<file path="src/rtl/apb_irq_ctrl.sv">
`default_nettype none
// ============================================================================
// Module   : apb_irq_ctrl
// Brief    : APB interrupt controller with per-source level/edge capture,
//            masking, fixed-priority claim and a registered CPU interrupt.
// Revision : 1.0 - initial N-source release
// ============================================================================
module apb_irq_ctrl #(
   parameter  int NUM_IRQ = 16,
   localparam int ID_W    = $clog2(NUM_IRQ)
) (
   input  logic               pclk_i,
   input  logic               rst_i,
   input  logic               psel_i,
   input  logic               penable_i,
   input  logic               pwrite_i,
   input  logic [31:0]        paddr_i,
   input  logic [31:0]        pwdata_i,
   output logic [31:0]        prdata_o,
   output logic               pready_o,
   output logic               pslverr_o,
   input  logic               enable_i,
   input  logic [NUM_IRQ-1:0] irq_i,
   output logic               interrupt_o,
   output logic [ID_W-1:0]    irq_id_o
);

   localparam logic [7:0]         VERSION  = 8'h02;
   localparam logic [31:0]        ID_VALUE = {16'h0000, 8'(NUM_IRQ), VERSION};
   localparam logic [NUM_IRQ-1:0] ONE_HOT0 = NUM_IRQ'(1);

   logic [NUM_IRQ-1:0] status;
   logic [NUM_IRQ-1:0] mask;
   logic [NUM_IRQ-1:0] mode;
   logic [NUM_IRQ-1:0] irq_prev;
   logic [NUM_IRQ-1:0] pending;
   logic [NUM_IRQ-1:0] rise;
   logic [NUM_IRQ-1:0] clr;
   logic [NUM_IRQ-1:0] next_status;
   logic [ID_W-1:0]    enc_id;
   logic               any_pend;
   logic               access;
   logic               wr_en;
   logic               rd_setup;
   logic               claim_acc;
   logic [31:0]        rd_data;
   logic               unused_wdata;

   assign pready_o  = 1'b1;
   assign access    = psel_i & penable_i;
   assign pslverr_o = access & ((paddr_i > 32'd5) |
                      (pwrite_i & ((paddr_i == 32'd0) | (paddr_i == 32'd4) | (paddr_i == 32'd5))));
   assign wr_en     = access & pwrite_i & ~pslverr_o;
   assign rd_setup  = psel_i & ~penable_i & ~pwrite_i;
   assign claim_acc = access & ~pwrite_i & (paddr_i == 32'd4);

   assign unused_wdata = ^pwdata_i[31:NUM_IRQ];

   assign pending  = status & mask;
   assign any_pend = |pending;

   // Scan from the top so the lowest pending index is the last one written.
   always_comb begin
      enc_id = '0;
      for (int i = NUM_IRQ - 1; i >= 0; i--) begin
         if (pending[i]) begin
            enc_id = ID_W'(i);
         end
      end
   end

   // The claim clears the ID latched into prdata_o at setup, not the live winner.
   always_comb begin
      clr = '0;
      if (wr_en && (paddr_i == 32'd1)) begin
         clr = pwdata_i[NUM_IRQ-1:0];
      end
      if (claim_acc && prdata_o[31]) begin
         clr = clr | (ONE_HOT0 << prdata_o[ID_W-1:0]);
      end
   end

   assign rise        = irq_i & ~irq_prev;
   assign next_status = (mode & ((status & ~clr) | rise)) | (~mode & irq_i);

   always_comb begin
      rd_data = '0;
      case (paddr_i)
         32'd0:   rd_data = {{(32 - NUM_IRQ){1'b0}}, status};
         32'd2:   rd_data = {{(32 - NUM_IRQ){1'b0}}, mask};
         32'd3:   rd_data = {{(32 - NUM_IRQ){1'b0}}, mode};
         32'd4:   rd_data = {any_pend, {(31 - ID_W){1'b0}}, enc_id};
         32'd5:   rd_data = ID_VALUE;
         default: rd_data = '0;
      endcase
   end

   always_ff @(posedge pclk_i) begin
      if (rst_i) begin
         status      <= '0;
         mask        <= '0;
         mode        <= '0;
         irq_prev    <= '0;
         prdata_o    <= '0;
         interrupt_o <= 1'b0;
         irq_id_o    <= '0;
      end else begin
         irq_prev    <= irq_i;
         status      <= next_status;
         interrupt_o <= enable_i & any_pend;
         irq_id_o    <= enc_id;
         if (rd_setup) begin
            prdata_o <= rd_data;
         end
         if (wr_en && (paddr_i == 32'd2)) begin
            mask <= pwdata_i[NUM_IRQ-1:0];
         end
         if (wr_en && (paddr_i == 32'd3)) begin
            mode <= pwdata_i[NUM_IRQ-1:0];
         end
      end
   end

endmodule
`default_nettype wire

</file>
<file path="config.mk">
export PLATFORM = sky130hd
export DESIGN_NAME = apb_irq_ctrl
export DESIGN_NICKNAME = d
export VERILOG_FILES = /design/src/rtl/apb_irq_ctrl.sv
export SDC_FILE = /design/constraint.sdc
export NUM_CORES = 1
export LEC_CHECK = 0
export ABC_AREA = 1
export BUFFER_PORTS_ARGS = -buffer_cell sky130_fd_sc_hd__clkbuf_2
export CAP_MARGIN = 20
export CORE_MARGIN = 2
export CORE_UTILIZATION = 50
export CTS_BUF_LIST = sky130_fd_sc_hd__clkbuf_8 sky130_fd_sc_hd__clkbuf_16
export CTS_CLUSTER_DIAMETER = 40
export CTS_CLUSTER_SIZE = 14
export DETAILED_ROUTE_END_ITERATION = 8
export PLACE_DENSITY_LB_ADDON = 0.05
export RECOVER_POWER = 50
export SETUP_SLACK_MARGIN = 0.05
export SLEW_MARGIN = 20
export SYNTH_ARGS = -nofsm -noshare
export SYNTH_HDL_FRONTEND = slang
export SYNTH_SLANG_ARGS = --single-unit
export TNS_END_PERCENT = 5
</file>
<file path="constraint.sdc">
create_clock -name pclk_i -period 2.4 [get_ports pclk_i]
set_clock_uncertainty 0.15 [all_clocks]
set_input_delay 0.12 -clock pclk_i [delete_from_list [all_inputs] [get_ports pclk_i]]
set_output_delay 0.12 -clock pclk_i [all_outputs]
set_load 0.1 [all_outputs]
</file>
==> results.sh <==
export IMPL_status="completed"
export IMPL_period_minus_slack_ps=2094
export IMPL_syn_inst=703
export IMPL_max_cap_violations=0
export IMPL_fill_cells=861
export IMPL_place_area_mm2=0.004886
export IMPL_vias_per_cell=5.007
export IMPL_slew_violations=0
export IMPL_p_leak_nw=2.647
export IMPL_finalCritPeriodShare=0.8723
export IMPL_synth_largest_area_cell="dfxtp_1"
export IMPL_vias=4692
export IMPL_path_cells="dlygate4sd3_1 -> clkbuf_1 -> clkbuf_1 -> nor2_1 -> nand2_1 -> nand2_1"
export IMPL_firstDrtPassIters=5
export IMPL_std_cell_rows=34
export IMPL_seq_area_frac_synth=0.3916
export IMPL_portBuffers=92
export IMPL_grt_max_degree=33
export IMPL_num_io_pins=125
export IMPL_grt_pass1_vias=4452
export IMPL_insertion_delay_ps=350
export IMPL_numClockSinks=86
export IMPL_grt_util_all_layers=0.2681
export IMPL_drive_gt1_frac=0.1315
export IMPL_initial_utilization=0.5091
export IMPL_cts_buffer_depth=2
export IMPL_finalHoldViolations=0
export IMPL_synth_area_mm2=0.004397
export IMPL_p_clk_frac=0.396
export IMPL_layout_cells_non_filler=937
export IMPL_critical_path_class="in -> reg"
export IMPL_antenna_cells=0
export IMPL_seqPwrFrac=0.500
export IMPL_crit_required_ps=2500
export IMPL_cp_start_kind="primary input"
export IMPL_rsz0062_at_grt="no"
export IMPL_path_delay_family="buffers and inverters"
export IMPL_finalSetupViolCount=0
export IMPL_layout_commonest_cell="nand2_1"
export IMPL_grt_pass1_wl_mm=20.91
export IMPL_cp_max_fo=31
export IMPL_hold_class="in -> reg"
export IMPL_vdd_drop_max_mv=0.3556
export IMPL_die_area_mm2=0.009560
export IMPL_tns_ps=0
export IMPL_cts_clk_slew_worst_paths_ps=90
export IMPL_powerDensity_mw_per_mm2=542.6
export IMPL_numCtsBuffers=9
export IMPL_synth_area_top_cells="dfxtp_1, nand2_1, nor2_1"
export IMPL_area_growth_pct=23.34
export IMPL_mostFrequentLayoutCells="nand2_1, nor2_1, dfxtp_1, inv_1, clkbuf_2"
export IMPL_worstMarginPinSlew_ps=1419
export IMPL_pwr_share_comb=0.104
export IMPL_overflow=0
export IMPL_wire_per_inst_um=13.18
export IMPL_cpPeakStageDelay_ps=1040
export IMPL_p_switching_w=0.0007705
export IMPL_critPathArrivalTime_ps=2190
export IMPL_routed_wl_mm=12.35
export IMPL_drt_iter0_markers=370
export IMPL_coreArea_mm2=0.008636
export IMPL_antenna_found_initial=0
export IMPL_sw_frac_of_total=0.2619
export IMPL_gp_congestion=0.8789
export IMPL_htreeDepth=3
export IMPL_fp_dieH_um=97.78
export IMPL_fmax_mhz=477.6
export IMPL_place_hpwl_mm=8.736
export IMPL_design_area_mm2=0.005423
export IMPL_yosysTopAreaCellShare=0.3916
export IMPL_cp_end_kind="flop"
export IMPL_cp_num_buf_inv=3
export IMPL_ant_nets=0
export IMPL_slew_headroom=0.05417
export IMPL_die_w_um=97.78
export IMPL_cts_resized=0
export IMPL_intPower_w=0.002172
export IMPL_cts_root_buffer="clkbuf_8"
export IMPL_layout_nets=910
export IMPL_ys_warn_count=0
export IMPL_crit_slowest_cell="clkbuf_1"
export IMPL_yosysUniqueCellTypes=32
export IMPL_syn_avg_cell_area_um2=6.254
export IMPL_ys_ff_latch=86
export IMPL_drc_errors=0
export IMPL_dp_cells=887
export IMPL_tritoncts="built"
## Yosys cell counts, drive strengths merged
cell type / instances
nand4: 18
nor2: 139
nor3: 6
o31ai: 1
o211ai: 1
o21ai: 5
clkbuf: 15
inv: 74
o21bai: 1
nand2: 248
o221ai: 11
or2: 2
nand3: 40
dfxtp: 86
a31oi: 1
clkinv: 1
conb: 2
o2111ai: 1
a21oi: 22
o22ai: 1
and2: 2
buf: 26
## flip-flops by register name, indices dropped and copies added, names as in the netlist
name         cells
irq_id_o         4
status          16
mode            16
irq_prev        16
prdata_o        17
mask            16
interrupt_o      1
## metal layers
layer,wire [µm],track usage,vias to the layer above
met5,0,0,-
met4,169,0.07265,0
met3,908,0.04724,16
met2,5593,0.4446,191
met1,5674,0.3636,2094
li1,-,-,2391
## cell families after synthesis
group | share of synthesized area
simple gates | 0.4223
compound gates | 0.06346
other cells | 0.001708
flops | 0.3916
buf+inv | 0.1209
## cell type report
| class | count | area (µm²) | area share |
|---|---|---|---|
| Multi-Input combinational cell | 515 | 2205 | 0.4066 |
| Sequential cell | 86 | 1722 | 0.3175 |
| Timing Repair Buffer | 137 | 849.6 | 0.1567 |
| Inverter | 75 | 281.5 | 0.05192 |
| Clock buffer | 10 | 137.6 | 0.02538 |
| Tap cell | 108 | 135.1 | 0.02492 |
| Clock inverter | 6 | 92.59 | 0.01707 |
## final timing paths
| kind | start | endpoint | slack (ps) | cells after the start |
|---|---|---|---|---|
| worst max-delay path | rst_i | status[5] | 310 | 6 |
| worst min-delay path | penable_i | prdata_o[1] | 70 | 6 |
| worst max register to register | status[14] | irq_id_o[0] | 660 | 17 |
| worst min register to register | prdata_o[15] | prdata_o[15] | 320 | 2 |
## power by group through the flow
stage / Sequential, W / Combinational (W) / Clock (W)
floorplan: 0.00150 / 0.000198 / 0
global placement: 0.00150 / 0.000261 / 0
detailed placement: 0.00150 / 0.000264 / 0
CTS: 0.00147 / 0.000308 / 0.00118
global route: 0.00147 / 0.000332 / 0.00125
finish: 0.00147 / 0.000307 / 0.00116
## per-stage QoR
stage | total power (W) | setup WS (ps) | hold slack, ps | utilization
floorplan | 0.001698 | 150.9 | 88.51 | -
global placement | 0.001764 | 173.1 | 176.9 | 0.5658
detailed placement | 0.001768 | 115.9 | 182.6 | 0.5658
CTS | 0.002962 | 416.2 | 64.99 | 0.6318
global route | 0.003056 | 89.54 | 141.5 | 0.6279
finish | 0.002942 | 306.4 | 74.44 | 0.6279
## worst register-to-register path, cell delays in order, from the launching register on
cell,delay (ps)
dfxtp_1,370
nand2_1,80
nand2_1,70
nand2_1,40
nand2_1,70
nand2_1,60
nand2_1,90
nand2_1,60
nand2_1,50
nand2_1,40
nand2_1,60
nand2_1,50
nand2_1,70
nand2_1,50
nand2_1,50
nand2_1,60
nand2_1,100
nor2_1,50
## what timing repair did
action / in CTS / in global routing
hold endpoints to repair: 65 / 0
hold buffers: 34 / 0
buffers inserted: 0 / 0
Note: power is estimated with default switching activity, not from simulation.
